**src/rtl/la_ioringseq.sv**
```systemverilog
// la_ioringseq: power-up/power-down sequencer for the pad-ring control bus.
// Turns ring control lines on one at a time (bit 0 first) once the IO supply
// is good, turns them off in reverse order, and drops everything at once if
// the supply is lost.
//
// Ports:
//   clk        core clock
//   nreset     asynchronous active-low reset
//   en         sequence request (asynchronous): 1 = ring on, 0 = ring off
//   vddio_ok   IO supply good (asynchronous)
//   ring_ctrl  thermometer-coded control lines to the ioring
//   ready      ring fully enabled
//   fault      sticky supply-loss / timeout flag, cleared by dropping en
//   busy       ramping up or down
//
// Optional: define LA_IORINGSEQ_TIMEOUT_EN to fault out of WAIT when the
// supply is not good within TIMEOUT cycles.
module la_ioringseq #(
    parameter int unsigned RINGW   = 8,
    parameter int unsigned DELAY   = 16,
    parameter int unsigned CNTW    = 8,
    parameter int unsigned TIMEOUT = 255
) (
    input  logic             clk,
    input  logic             nreset,
    input  logic             en,
    input  logic             vddio_ok,
    output logic [RINGW-1:0] ring_ctrl,
    output logic             ready,
    output logic             fault,
    output logic             busy
);

    localparam logic [CNTW-1:0] DLY_LAST = CNTW'(DELAY - 1);

    typedef enum logic [2:0] {
        IDLE   = 3'd0,
        WAIT   = 3'd1,
        RAMPUP = 3'd2,
        ON     = 3'd3,
        RAMPDN = 3'd4
    } state_t;

    state_t           state, state_nxt;
    logic [CNTW-1:0]  cnt, cnt_nxt;
    logic [RINGW-1:0] ring_nxt;
    logic             fault_nxt, ready_nxt, busy_nxt;
    logic             en_meta, en_s, ok_meta, ok_s;

    // Two-flop synchronisers for the asynchronous request and supply status
    always_ff @(posedge clk or negedge nreset) begin
        if (!nreset) begin
            en_meta <= 1'b0;
            en_s    <= 1'b0;
            ok_meta <= 1'b0;
            ok_s    <= 1'b0;
        end else begin
            en_meta <= en;
            en_s    <= en_meta;
            ok_meta <= vddio_ok;
            ok_s    <= ok_meta;
        end
    end

`ifdef LA_IORINGSEQ_TIMEOUT_EN
    localparam logic [CNTW-1:0] TO_LAST = CNTW'(TIMEOUT - 1);
    logic [CNTW-1:0] wcnt, wcnt_nxt;

    // Wait-for-supply counter; only runs while in WAIT
    always_ff @(posedge clk or negedge nreset) begin
        if (!nreset) wcnt <= '0;
        else         wcnt <= wcnt_nxt;
    end
`else
    logic unused_timeout;
    assign unused_timeout = ^CNTW'(TIMEOUT);
`endif

    // State and registered outputs
    always_ff @(posedge clk or negedge nreset) begin
        if (!nreset) begin
            state     <= IDLE;
            cnt       <= '0;
            ring_ctrl <= '0;
            ready     <= 1'b0;
            fault     <= 1'b0;
            busy      <= 1'b0;
        end else begin
            state     <= state_nxt;
            cnt       <= cnt_nxt;
            ring_ctrl <= ring_nxt;
            ready     <= ready_nxt;
            fault     <= fault_nxt;
            busy      <= busy_nxt;
        end
    end

    // Next-state and next-output logic
    always_comb begin
        state_nxt = state;
        cnt_nxt   = cnt;
        ring_nxt  = ring_ctrl;
        fault_nxt = fault;
`ifdef LA_IORINGSEQ_TIMEOUT_EN
        wcnt_nxt  = '0;
`endif
        case (state)
            IDLE: begin
                ring_nxt = '0;
                cnt_nxt  = '0;
                if (fault) begin
                    if (!en_s) fault_nxt = 1'b0;
                end else if (en_s) begin
                    state_nxt = WAIT;
                end
            end
            WAIT: begin
                ring_nxt = '0;
                cnt_nxt  = '0;
                if (!en_s) begin
                    state_nxt = IDLE;
                end else if (ok_s) begin
                    state_nxt = RAMPUP;
                end
`ifdef LA_IORINGSEQ_TIMEOUT_EN
                else if (wcnt == TO_LAST) begin
                    state_nxt = IDLE;
                    fault_nxt = 1'b1;
                end else begin
                    wcnt_nxt = wcnt + CNTW'(1);
                end
`endif
            end
            RAMPUP: begin
                if (!ok_s) begin
                    state_nxt = IDLE;
                    ring_nxt  = '0;
                    cnt_nxt   = '0;
                    fault_nxt = 1'b1;
                end else if (!en_s) begin
                    state_nxt = RAMPDN;
                    cnt_nxt   = '0;
                end else if (ring_ctrl[RINGW-1]) begin
                    state_nxt = ON;
                    cnt_nxt   = '0;
                end else if (cnt == DLY_LAST) begin
                    // shift in a one: keeps the bus thermometer-coded
                    ring_nxt = (ring_ctrl << 1) | RINGW'(1);
                    cnt_nxt  = '0;
                end else begin
                    cnt_nxt = cnt + CNTW'(1);
                end
            end
            ON: begin
                if (!ok_s) begin
                    state_nxt = IDLE;
                    ring_nxt  = '0;
                    cnt_nxt   = '0;
                    fault_nxt = 1'b1;
                end else if (!en_s) begin
                    state_nxt = RAMPDN;
                    cnt_nxt   = '0;
                end
            end
            RAMPDN: begin
                // en_s is deliberately ignored here; ramp-down always completes
                if (!ok_s) begin
                    state_nxt = IDLE;
                    ring_nxt  = '0;
                    cnt_nxt   = '0;
                    fault_nxt = 1'b1;
                end else if (ring_ctrl == '0) begin
                    state_nxt = IDLE;
                    cnt_nxt   = '0;
                end else if (cnt == DLY_LAST) begin
                    // drop the highest set bit
                    ring_nxt = ring_ctrl >> 1;
                    cnt_nxt  = '0;
                end else begin
                    cnt_nxt = cnt + CNTW'(1);
                end
            end
            default: begin
                state_nxt = IDLE;
                ring_nxt  = '0;
                cnt_nxt   = '0;
            end
        endcase
        ready_nxt = (state_nxt == ON);
        busy_nxt  = (state_nxt == RAMPUP) || (state_nxt == RAMPDN);
    end

endmodule

```
**config.mk**
```make
export PLATFORM = sky130hd
export DESIGN_NAME = la_ioringseq
export DESIGN_NICKNAME = d
export VERILOG_FILES = /design/src/rtl/la_ioringseq.sv
export SDC_FILE = /design/constraint.sdc
export NUM_CORES = 1
export LEC_CHECK = 0
export ABC_AREA = 0
export CAP_MARGIN = 15
export CORE_MARGIN = 1
export CORE_UTILIZATION = 55
export CTS_BUF_LIST = sky130_fd_sc_hd__clkbuf_8 sky130_fd_sc_hd__clkbuf_16
export DETAILED_ROUTE_END_ITERATION = 8
export GPL_ROUTABILITY_DRIVEN = 0
export PLACE_DENSITY_LB_ADDON = 0.3
export SLEW_MARGIN = 40
export SYNTH_ARGS = -nofsm -noshare
export SYNTH_HDL_FRONTEND = slang
export SYNTH_SLANG_ARGS = --single-unit
export TNS_END_PERCENT = 20
```
**constraint.sdc**
```tcl
create_clock -name clk -period 2 [get_ports clk]
set_clock_uncertainty 0.05 [all_clocks]
set_input_delay 0.4 -clock clk [delete_from_list [all_inputs] [get_ports clk]]
set_output_delay 0.4 -clock clk [all_outputs]
set_load 0.005 [all_outputs]
```
==> report_table.html <==
<table>
<tr><th>Metric</th><th>Value</th></tr>
<tr><th colspan="2">Power</th></tr>
<tr><td>Max IR drop VDD</td><td>0.410 mV</td></tr>
<tr><td>Seq pwr share</td><td>0.595</td></tr>
<tr><td>Switching power</td><td>0.203 mW</td></tr>
<tr><td>Pwr/cell area</td><td>571 nW/um^2</td></tr>
<tr><td>Clk pwr share</td><td>0.305</td></tr>
<tr><td>Combinational share of power</td><td>0.101</td></tr>
<tr><td>Leakage power of the design</td><td>0.690 nW</td></tr>
<tr><td>Cell-internal power</td><td>0.717 mW</td></tr>
<tr><td>Net Sw Frac</td><td>0.221</td></tr>
<tr><th colspan="2">STA</th></tr>
<tr><td>Highest clock rate</td><td>532 MHz</td></tr>
<tr><td>Count of endpoints failing setup in the final report</td><td>0</td></tr>
<tr><td>Final critical delay including setup and external delays</td><td>1.88 ns</td></tr>
<tr><td>Portion of the clock cycle consumed by the worst path in the final layout</td><td>0.940</td></tr>
<tr><td>Final max-slew violation count</td><td>0</td></tr>
<tr><td>Max-slew headroom</td><td>0.708</td></tr>
<tr><td>Hold slack final</td><td>0.306 ns</td></tr>
<tr><td>Slew of the pin with the lowest slew margin</td><td>0.435 ns</td></tr>
<tr><td>Hold violation total from the final report</td><td>0</td></tr>
<tr><td>Setup repair after global routing missed its margin</td><td>false</td></tr>
<tr><td>Setup tns final</td><td>0 ns</td></tr>
<tr><th colspan="2">Hold path</th></tr>
<tr><td>Kind of path behind the tightest hold check</td><td>reg2reg</td></tr>
<tr><th colspan="2">Routing</th></tr>
<tr><td>Final routed wire length divided by cell count</td><td>14.7 um</td></tr>
<tr><td>Total wirelength of the detailed-routed design</td><td>2580 um</td></tr>
<tr><td>First-pass DRT Iterations</td><td>4</td></tr>
<tr><td>Routed via count divided by cell count</td><td>6.01</td></tr>
<tr><td>Number of remaining DRC errors</td><td>0</td></tr>
<tr><td>Routed Antenna Nets</td><td>0</td></tr>
<tr><td>Iter 0 DRT Violations</td><td>20</td></tr>
<tr><td>Overall via count from detail_route</td><td>1058</td></tr>
<tr><th colspan="2">Global route</th></tr>
<tr><td>Antenna violations before repair</td><td>0</td></tr>
<tr><td>Overall track demand over capacity in global routing</td><td>0.229</td></tr>
<tr><td>Pin count of the biggest net entering global routing</td><td>27</td></tr>
<tr><td>Via count of the first global-routing pass</td><td>1050</td></tr>
<tr><td>Total global routing overflow</td><td>0</td></tr>
<tr><td>First-pass GRT wire length</td><td>4530 um</td></tr>
<tr><th colspan="2">Synth</th></tr>
<tr><td>Xor and xnor area share after synthesis</td><td>0.0128</td></tr>
<tr><td>Cells after Synth</td><td>128</td></tr>
<tr><td>Yosys warning total</td><td>0</td></tr>
<tr><td>Post-synthesis adder-cell area fraction</td><td>0.00917</td></tr>
<tr><td>Post-synthesis sequential area ratio</td><td>0.477</td></tr>
<tr><td>Compound-Gate Fraction of Synth Area</td><td>0.187</td></tr>
<tr><td>Simple-Gate Fraction of Synth Area</td><td>0.234</td></tr>
<tr><td>Combinational family with the most area after synthesis</td><td>simple AND/OR/NAND/NOR gates</td></tr>
<tr><td>Unique masters post-synth</td><td>46</td></tr>
<tr><td>Total of flip-flops plus latches after synthesis</td><td>26</td></tr>
<tr><td>Mean instance size in the synthesized netlist</td><td>10.7 um^2</td></tr>
<tr><td>Mapped Area</td><td>1360 um^2</td></tr>
<tr><td>Post-Syn Nets</td><td>133</td></tr>
<tr><td>Post-synthesis mux area share</td><td>0.0569</td></tr>
<tr><th colspan="2">Worst setup path</th></tr>
<tr><td>Setup CP Type</td><td>reg2reg</td></tr>
<tr><td>Reg-to-reg startpoint</td><td>ok_s$_DFF_PN0_</td></tr>
<tr><td>Largest driver fanout on the critical path</td><td>10</td></tr>
<tr><td>Buffers plus inverters on the worst setup path</td><td>0</td></tr>
<tr><td>Slowest cell on the critical path</td><td>dfrtp_1</td></tr>
<tr><td>Critical path data arrival time</td><td>1.97 ns</td></tr>
<tr><td>Capturing instance or port of the critical path</td><td>ring_ctrl[4]$_DFFE_PN0P_</td></tr>
<tr><td>Kind of end point of the critical path</td><td>register</td></tr>
<tr><td>Total stage count of the critical path</td><td>4</td></tr>
<tr><td>Sequence of cells on the critical path</td><td>and4bb_1 &gt; a32oi_2 &gt; o211ai_4 &gt; mux2_1</td></tr>
<tr><td>Critical R2R Capture</td><td>ring_ctrl[4]$_DFFE_PN0P_</td></tr>
<tr><td>Worst endpoint required time</td><td>2.09 ns</td></tr>
<tr><td>Launching instance or port of the critical path</td><td>ok_s$_DFF_PN0_</td></tr>
<tr><td>Launching element type of the critical path</td><td>register</td></tr>
<tr><td>Delay-heaviest family, CP</td><td>flip-flops</td></tr>
<tr><td>Maximum cell stage delay along the critical path</td><td>0.47 ns</td></tr>
<tr><td>Reg-to-reg slack, setup</td><td>0.12 ns</td></tr>
<tr><td>Depth of the worst register-to-register path</td><td>4</td></tr>
<tr><th colspan="2">Clock tree</th></tr>
<tr><td>TritonCTS buffer count</td><td>3</td></tr>
<tr><td>Number of clock sinks</td><td>26</td></tr>
<tr><td>Clock tree from TritonCTS</td><td>done</td></tr>
<tr><td>Root buf cell</td><td>clkbuf_8</td></tr>
<tr><td>Hold Buf Count CTS</td><td>0</td></tr>
<tr><td>Post-CTS setup repair buffer count</td><td>0</td></tr>
<tr><td>Clock latency on the worst-skew pair</td><td>0.26 ns</td></tr>
<tr><td>H-Tree Level Count</td><td>1</td></tr>
<tr><td>Clk pin slew, worst setup/hold paths</td><td>0.08 ns</td></tr>
<tr><td>Maximum buffer depth of the clock tree</td><td>2</td></tr>
<tr><td>PostCTS Resize Cnt</td><td>0</td></tr>
<tr><th colspan="2">Cells and area</th></tr>
<tr><td>Number of antenna diodes</td><td>0</td></tr>
<tr><td>Area added between synthesis and finish</td><td>18.3%</td></tr>
<tr><td>Fraction of layout instances using a drive strength above 1</td><td>0.142</td></tr>
<tr><td>Final net count</td><td>155</td></tr>
<tr><th colspan="2">Die</th></tr>
<tr><td>Number of placement rows</td><td>17</td></tr>
<tr><td>DIE AREA</td><td>2680 um^2</td></tr>
<tr><td>Initial standard-cell utilization of the core</td><td>0.599</td></tr>
<tr><td>IO Count</td><td>15</td></tr>
<tr><td>Placeable core region</td><td>2280 um^2</td></tr>
<tr><td>Width of the die</td><td>51.8 um</td></tr>
<tr><td>Height of the die</td><td>51.8 um</td></tr>
<tr><th colspan="2">Status</th></tr>
<tr><td>Result of the run</td><td>complete, no violations</td></tr>
<tr><th colspan="2">Run</th></tr>
<tr><td>Max-cap violation count</td><td>0</td></tr>
<tr><th colspan="2">Placed design</th></tr>
<tr><td>DP HPWL</td><td>1900 um</td></tr>
<tr><td>IO buf count</td><td>14</td></tr>
</table>
registers in the layout, summed over array words and instances, names as in the netlist:
signal	cells
cnt	8
ring_ctrl	8
state	3
busy	1
en_meta	1
en_s	1
fault	1
ok_meta	1
ok_s	1
ready	1
worst register-to-register path: stages, from the launching register on:
cell and delay [ns]:
dfrtp_1 0.47, and4bb_1 0.47, a32oi_2 0.22, o211ai_4 0.19
mux2_1 0.37
layout by cell type (no fill, tap or decap), drive strengths merged, types with 5 or more instances in the layout:
cell type      synthesis  layout
buf                    3       7
nand2                 14      14
o211ai                 5       5
nor2                   8       8
a21oi                  5       5
o21ai                  7       7
nand3                  5       5
nor4                   5       5
mux2                   6       6
dfrtp                 26      26
a22o                   6       6
clkdlybuf4s50          0      14
worst min-delay path by stage:
| stage | startpoint | end | slack (ns) | depth (start not counted) |
|---|---|---|---|---|
| after detailed placement | en_meta$_DFF_PN0_ | en_s$_DFF_PN0_ | 0.29 | 0 |
| after global placement | en_meta$_DFF_PN0_ | en_s$_DFF_PN0_ | 0.29 | 0 |
| after CTS | en_meta$_DFF_PN0_ | en_s$_DFF_PN0_ | 0.31 | 0 |
| after global routing | en_meta$_DFF_PN0_ | en_s$_DFF_PN0_ | 0.31 | 0 |
| after floorplan | nreset | busy$_DFF_PN0_ | 0.05 | 0 |
| final | en_meta$_DFF_PN0_ | en_s$_DFF_PN0_ | 0.31 | 0 |
kinds of logic after synthesis:
| logic type | after synthesis |
|---|---|
| simple gates | 52 |
| xor+xnor | 2 |
| mux | 7 |
| buf+inv | 7 |
| flops | 26 |
| compound gates | 33 |
| fa+ha+maj | 1 |
synth_stat cells (all sizes together):
library cell / instances / share of area
mux2: 6 / 0.050
nand2: 14 / 0.039
and3: 1 / 0.0046
a211oi: 1 / 0.0055
nor2b: 3 / 0.014
and2: 1 / 0.0046
o221ai: 1 / 0.0064
clkbuf: 1 / 0.0027
and4bb: 1 / 0.0092
a311oi: 1 / 0.0064
mux2i: 1 / 0.0073
or2: 3 / 0.014
or4: 1 / 0.0083
o211ai: 5 / 0.038
nand3: 5 / 0.028
nor3: 2 / 0.011
ha: 1 / 0.0092
xor2: 1 / 0.0064
buf: 3 / 0.012
and3b: 1 / 0.0064
a211o: 1 / 0.0064
a21o: 1 / 0.0055
o22ai: 1 / 0.0046
o21ai: 7 / 0.026
a21boi: 1 / 0.0083
a32oi: 1 / 0.012
nand3b: 3 / 0.017
o21ba: 1 / 0.0073
a21oi: 5 / 0.018
xnor2: 1 / 0.0064
nand2b: 3 / 0.014
nor4: 5 / 0.034
dfrtp: 26 / 0.48
inv: 3 / 0.0083
a31oi: 1 / 0.0046
nor2: 8 / 0.028
a22o: 6 / 0.039
or3: 1 / 0.0046
power groups by stage:
stage | Clock, mW | Combinational (mW) | Sequential, mW
after floorplan | 0 | 0.0539 | 0.556
after global placement | 0 | 0.0905 | 0.557
after detailed placement | 0 | 0.0931 | 0.558
after CTS | 0.294 | 0.0935 | 0.547
after global routing | 0.312 | 0.103 | 0.549
final | 0.281 | 0.0926 | 0.548
area by class of cell:
cell class	instances	area, um^2
clock buffer	3	41.3
fill	171	663
inverter	3	11.3
multi-input combinational	95	682
sequential	26	651
tap	28	35.0
timing repair buffer	21	193
per-layer routing:
layer	up-vias	track usage	routed length, um
met1	506	0.296	1220
met4	0	0.0856	32
met2	33	0.379	1220
li1	512	-	-
met5	-	0	0
met3	7	0.0439	106
stage by stage:
| step | worst slack (ns) | instance area [um^2] | util | instances | power, mW |
|---|---|---|---|---|---|
| 2_1_floorplan | 0.206 | 1360 | - | 128 | 0.610 |
| 3_3_place_gp | 0.216 | 1570 | 0.690 | 173 | 0.648 |
| 3_5_place_dp | 0.160 | 1570 | 0.690 | 173 | 0.651 |
| 4_1_cts | 0.139 | 1610 | 0.709 | 176 | 0.935 |
| 5_1_grt | 0.0580 | 1610 | 0.709 | 176 | 0.964 |
| 6_report | 0.121 | 1610 | 0.709 | 176 | 0.921 |
Power figures use the tool's default switching activity.
